<file path="src/rtl/uc_pkg.sv">
// Shared constants for the multicycle control unit: state encoding, opcodes, ALU selects.
package uc_pkg;

  localparam logic [1:0] ST_FETCH = 2'd0;
  localparam logic [1:0] ST_EXEC  = 2'd1;
  localparam logic [1:0] ST_HALT  = 2'd2;

  localparam logic [5:0] OP_J    = 6'b000000;
  localparam logic [5:0] OP_JZ   = 6'b000001;
  localparam logic [5:0] OP_JNZ  = 6'b000010;
  localparam logic [5:0] OP_NOP  = 6'b000011;
  localparam logic [5:0] OP_HALT = 6'b001111;

  localparam logic [2:0] ALU_PASS_B = 3'b000;

  typedef struct packed {
    logic       s_inc;
    logic       s_inm;
    logic       we;
    logic       wez;
    logic [2:0] alu_op;
  } ctrl_t;

endpackage

</file>
<file path="src/rtl/uc_decode.sv">
// Combinational opcode decoder: datapath controls for the EXEC cycle, before stall gating.
module uc_decode
  import uc_pkg::*;
(
  input  logic [5:0] opcode,
  input  logic       zero,
  output ctrl_t      ctrl
);

  always_comb begin
    ctrl.s_inc  = 1'b1;
    ctrl.s_inm  = 1'b0;
    ctrl.we     = 1'b0;
    ctrl.wez    = 1'b0;
    ctrl.alu_op = ALU_PASS_B;
    if (opcode[5]) begin
      ctrl.alu_op = opcode[4:2];
      ctrl.we     = 1'b1;
      ctrl.wez    = 1'b1;
    end else if (opcode[4]) begin
      ctrl.s_inm = 1'b1;
      ctrl.we    = 1'b1;
    end else begin
      // OP_NOP, OP_HALT and the rest of 001xxx fall through as NOPs here
      case (opcode)
        OP_J:    ctrl.s_inc = 1'b0;
        OP_JZ:   ctrl.s_inc = ~zero;
        OP_JNZ:  ctrl.s_inc = zero;
        default: ctrl.s_inc = 1'b1;
      endcase
    end
  end

endmodule

</file>
<file path="src/rtl/uc_multiciclo.sv">
// Two-state multicycle control unit with retired-instruction counter and stall gating.
// Optional HALT state enabled by defining UC_HALT_EN.
//
// state    | meaning
// ST_FETCH | program memory read in progress, all write enables low
// ST_EXEC  | decode opcode, update PC and register file
// ST_HALT  | stopped until reset (UC_HALT_EN only)
module uc_multiciclo
  import uc_pkg::*;
#(
  parameter int CNT_W = 16
) (
  input  logic             clk,
  input  logic             reset,
  input  logic [5:0]       Opcode,
  input  logic             zero,
  input  logic             stall,
  output logic             s_inc,
  output logic             s_inm,
  output logic             we,
  output logic             wez,
  output logic [2:0]       ALUOp,
  output logic             pc_en,
  output logic             halted,
  output logic [CNT_W-1:0] retired
);

  logic [1:0]       state_q, state_d;
  logic [CNT_W-1:0] retired_q, retired_d;
  ctrl_t            dec;
  logic             is_halt;

  uc_decode u_decode (
    .opcode (Opcode),
    .zero   (zero),
    .ctrl   (dec)
  );

`ifdef UC_HALT_EN
  assign is_halt = (Opcode == OP_HALT);
  assign halted  = (state_q == ST_HALT);
`else
  assign is_halt = 1'b0;
  assign halted  = 1'b0;
`endif

  always_comb begin
    state_d   = state_q;
    retired_d = retired_q;
    if (!stall) begin
      case (state_q)
        ST_FETCH: state_d = ST_EXEC;
        ST_EXEC: begin
          retired_d = retired_q + {{(CNT_W-1){1'b0}}, 1'b1};
          state_d   = is_halt ? ST_HALT : ST_FETCH;
        end
        ST_HALT:  state_d = ST_HALT;
        default:  state_d = ST_FETCH;
      endcase
    end
  end

  always_ff @(posedge clk or posedge reset) begin
    if (reset) begin
      state_q   <= ST_FETCH;
      retired_q <= '0;
    end else begin
      state_q   <= state_d;
      retired_q <= retired_d;
    end
  end

  // Stall only masks the side effects; mux selects stay decoded so the datapath is stable.
  always_comb begin
    s_inc = 1'b1;
    s_inm = 1'b0;
    we    = 1'b0;
    wez   = 1'b0;
    ALUOp = ALU_PASS_B;
    pc_en = 1'b0;
    if (state_q == ST_EXEC) begin
      s_inc = dec.s_inc;
      s_inm = dec.s_inm;
      ALUOp = dec.alu_op;
      we    = dec.we & ~stall;
      wez   = dec.wez & ~stall;
      pc_en = ~stall;
    end
  end

  assign retired = retired_q;

endmodule

</file>
<file path="config.mk">
export PLATFORM = sky130hd
export DESIGN_NAME = uc_multiciclo
export DESIGN_NICKNAME = d
export VERILOG_FILES = /design/src/rtl/uc_pkg.sv /design/src/rtl/uc_decode.sv /design/src/rtl/uc_multiciclo.sv
export SDC_FILE = /design/constraint.sdc
export NUM_CORES = 1
export LEC_CHECK = 0
export ABC_CLOCK_PERIOD_IN_PS = 3100
export CAP_MARGIN = 20
export CORE_MARGIN = 4
export CORE_UTILIZATION = 40
export CTS_BUF_LIST = sky130_fd_sc_hd__clkbuf_8
export CTS_CLUSTER_SIZE = 16
export DETAILED_ROUTE_END_ITERATION = 10
export PLACE_DENSITY = 0.77
export SETUP_SLACK_MARGIN = 0.05
export SYNTH_ARGS = -nofsm -noshare
export SYNTH_HDL_FRONTEND = slang
export SYNTH_SLANG_ARGS = --single-unit
</file>
<file path="constraint.sdc">
create_clock -name clk -period 3.1 [get_ports clk]
set_input_delay 0.62 -clock clk [delete_from_list [all_inputs] [get_ports clk]]
set_output_delay 0.62 -clock clk [all_outputs]
set_load 0.02 [all_outputs]
</file>
== Yosys cells after proc, flatten, opt, wreduce, memory -nomap -nowiden ==
Index checks and enable logic that the tools add are counted.

* Bits of input ports: 10
* Register bits: 18
* Logic and storage cells: 27

* Equality and inequality tests: 4
* Bitwise logic cells: 4
* Reductions and logical operators: 3
* Mux-type cells: 13
* Add/subtract/negate cells: 1

{| class="wikitable"
|+ Operators by type and width
! cell !! count
|-
| $add A16 B1 Y16 const B || 1
|-
| $mux W1 || 7
|-
| $eq A6 B1 Y1 const B || 1
|-
| $eq A6 B2 Y1 const B || 1
|-
| $logic_not A6 Y1 || 1
|-
| $mux W2 || 2
|-
| $mux W4 || 1
|-
| $pmux W2 S2 || 1
|-
| $mux W3 || 1
|-
| $pmux W1 S3 || 1
|-
| $and A1 B1 Y1 || 2
|-
| $eq A2 B1 Y1 const B || 1
|-
| $eq A2 B2 Y1 const B || 1
|-
| $logic_not A2 Y1 || 1
|-
| $not A1 Y1 || 2
|-
| $reduce_and A2 Y1 || 1
|}

== Longest topological paths before layout ==
Gate-level depths: netlist of run 1.

* Depth in word-level cells: 5
* Mapped depth: 5
* Gate-level depth less buffers: 5

== By module ==
A second synthesis of run 1 with hierarchy kept.

* Cell total of the unflattened synthesis: 82
* Area total of the unflattened synthesis: 927.1 µm²

{| class="wikitable"
|+ Modules (own cells, without submodules)
! module !! area an instance (µm²) !! cells each !! seq. area each (µm²) !! times used
|-
| uc_multiciclo || 863.3 || 74 || 450.4 || 1
|-
| uc_decode || 63.8 || 8 || 0.0 || 1
|}

== Worst setup path before layout of run 1 ==
Ideal clock, no wire load.

* Kind: in2out
* Start: in stall
* End: out wez
* Data required time: 2,480 ps
* Setup slack: 967 ps
* Data arrival time: 1,513 ps
* Stages: 4
* Path buffers: 1
* Cells stage by stage: or3b_1 > buf_6 > inv_2 > and2_1

* Longest elaborated chain between the ends: 3

{| class="wikitable"
|+ Ends and longest elaborated chain
! element !! RTL line !! text
|-
| start: declaration || uc_multiciclo.sv:17 || <nowiki>input logic stall,</nowiki>
|-
| $not A1 Y1 (no source line) || -- ||
|-
| $and A1 B1 Y1 || uc_multiciclo.sv:86 || <nowiki>wez = dec.wez & ~stall;</nowiki>
|-
| $mux W1 || uc_multiciclo.sv:81 || <nowiki>if (state_q == ST_EXEC) begin</nowiki>
|-
| end: declaration || uc_multiciclo.sv:21 || <nowiki>output logic wez,</nowiki>
|}

Every way passes these cells.

== Worst setup path after layout of run 1 ==
Ends and elaborated chain as after synthesis.

==> results of run 1 <==
## stage by stage
stage	utilization	hold WS, ns	std cells	cell area (sq um)	setup WS [ns]
after floorplan	-	0.503	83	882	0.967
after global placement	0.614	0.463	143	1240	0.186
after detailed placement	0.614	0.467	143	1240	0.171
after CTS	0.642	0.480	147	1300	0.160
after global routing	0.642	0.498	147	1300	0.0984
final	0.642	0.474	147	1300	0.174
## cell type report
cell class	count	area, sq um	area share
Tap cell	27	33.8	0.0260
Multi-Input combinational cell	59	398	0.307
Inverter	4	15.0	0.0116
Sequential cell	18	450	0.347
Clock buffer	4	55.1	0.0424
Timing Repair Buffer	35	345	0.266
## cells in the mapped netlist (all sizes together), types with 2 or more instances
cell and n:
and3 4, xor2 3, dfrtp 18, nand3 4, nor4 3, xnor2 12
buf 2, nor2 6, nand4 6, nand2 9, inv 4
## layer usage
metal,part of all wire,vias to the layer above,global-route usage
met3,0.084,5,0.0509
met2,0.47,32,0.258
met1,0.43,335,0.175
li1,-,352,-
met4,0.023,0,0.0729
met5,0,-,0
## path summary, 6_finish.rpt
path	startpoint	endpoint	depth (start not counted)
max in group asynchronous	reset	retired[11]	2
worst max register to register	retired[4]	retired[15]	4
min in group asynchronous	reset	retired[8]	2
worst min register to register	retired[15]	retired[15]	1
worst min-delay path	retired[15]	retired[15]	1
worst max-delay path	stall	wez	5
## where the power goes
group | leakage (nW) | switching [mW] | internal (mW)
clock | 0.0288 | 0.0744 | 0.113
combinational | 0.316 | 0.102 | 0.109
sequential | 0.237 | 0.0577 | 0.267
## registers in the layout, indices dropped and copies added, names as in the netlist
signal,count
state_q,2
retired,16
## critical path: stages
cell	delay (ns)
clkdlybuf4s50_1	0.42
or3b_1	0.43
inv_2	0.11
and2_1	0.13
clkdlybuf4s50_1	0.60
## cells by family (layout without fill, tap and decap cells)
| group | Yosys count | after routing | synth area share |
|---|---|---|---|
| compound gates | 2 | 2 | 0.0170 |
| mux | 1 | 1 | 0.0113 |
| flops | 18 | 18 | 0.511 |
| xor+xnor | 15 | 15 | 0.149 |
| buf+inv | 6 | 43 | 0.0383 |
| simple gates | 39 | 39 | 0.255 |
| other cells | 1 | 1 | 0.00425 |
| fa+ha+maj | 1 | 1 | 0.0142 |
==> flow_summary.json, run 1 <==
{
  "outcome": "finished clean",
  "layout.filler_cells": 168,
  "gp_congestion": 0.763,
  "area_growth_pct": 47.1,
  "cell_pwr_density_nw_per_um2": 557,
  "cp-end-kind": "output pin",
  "start_util": 0.436,
  "post-layout-total-power_mw": 0.723,
  "post_drt_antenna_nets": 0,
  "synth_area_leaders": "dfrtp_1 51%, xnor2_1 12%, nand4_1 4.3%",
  "timing.final.crit_share": 0.944,
  "synth.avg_cell_area_sq_um": 10.6,
  "antenna_violations_before_repair": 0,
  "clock-sinks": 18,
  "maximum_number_of_pins_on_one_net_before_global_route_repair": 19,
  "gr-usage-all-layers": 0.154,
  "max-cap-violations": 0,
  "dieWidth_um": 55.0,
  "drt_pre_antenna_iters": 4,
  "grt_first_pass_wirelength_um": 3240,
  "arrival_ns": 2.31,
  "globalRoute.totalOverflow": 0,
  "ys_dominant_reg_cell": "dfrtp_1",
  "die-area_sq_um": 3020,
  "crit_required_ns": 2.48,
  "max_root_sink_buffers": 2,
  "clock_tree.root_cell": "clkbuf_8",
  "drive_above_1_share": 0.0667,
  "mostFrequentLayoutCell": "clkdlybuf4s50_1",
  "timing.slew.headroom": 0.560,
  "first_iter_violations": 5,
  "timing.reg2reg.setup_slack_ns": 1.32,
  "dp_hpwl_um": 1500,
  "ctsResizeCount": 0,
  "first_global_vias": 725,
  "fmax_mhz": 342,
  "synth_enable_flop_cells": 0,
  "report.final.slew_viol_count": 0,
  "synth_seq_area_share": 0.511,
  "cts_tree": "yes",
  "worstSkewPairLatency_ns": 0.25,
  "portBuffers": 33,
  "ctsHtreeMaxLevel": 1,
  "post-cts-setup-buffer-count": 0,
  "setup_viol": 0,
  "detailroute.via_count": 724,
  "timing.critical_path.fanout_max": 5,
  "gate_count_after_technology_mapping": 83,
  "synthesized_flop_and_latch_total": 18,
  "max-vdd-ir-drop_mv": 0.294,
  "io_pins": 35,
  "antenna_cells": 0,
  "ys_types": 26,
  "timing.final.hold_violations": 0,
  "post-synth-top-area-fraction": 0.511,
  "leakage_nw": 0.582,
  "fin_tns_setup_ns": 0,
  "post_drt_via_cell_ratio": 4.93,
  "route.detailed.drc": 0,
  "async_flop_share": 1.00,
  "worst-setup-path-type": "input pin to output pin",
  "synthDominantAreaCellType": "dfrtp_1",
  "floorplan_row_count": 16,
  "syn-cell-area_sq_um": 882,
  "tightest_slew_ns": 0.659,
  "drt-total-wl_um": 1930,
  "nNetsFinal": 132,
  "die_h_um": 55.0,
  "post_drt_wl_per_cell_um": 13.1,
  "layout_common_cells": "33 x clkdlybuf4s50_1, 18 x dfrtp_1, 12 x xnor2_1, 9 x nand2_1",
  "timing.hold.worst.class": "register to register",
  "cts.reportedPaths.clkPinSlew_ns": 0.06,
  "clock-skew-final_ns": 0.000562,
  "ys_warn_count": 0,
  "core_sq_um": 2020,
  "crit_path_start_kind": "input pin",
  "postCtsHoldBufs": 0,
  "postSynthNetCount": 94,
  "finalWorstPathRequiredPeriod_ns": 2.93,
  "tritoncts.num_buffers": 3,
  "grt_setup_unrepaired": "no"
}
Note: power is estimated with default switching activity, not from simulation.
==> run 2, diff against run 1 <==
- CTS_CLUSTER_DIAMETER: unset -> 40
==> results of run 2 <==
The final DEF is identical to that of run 1; final timing and power are the same.
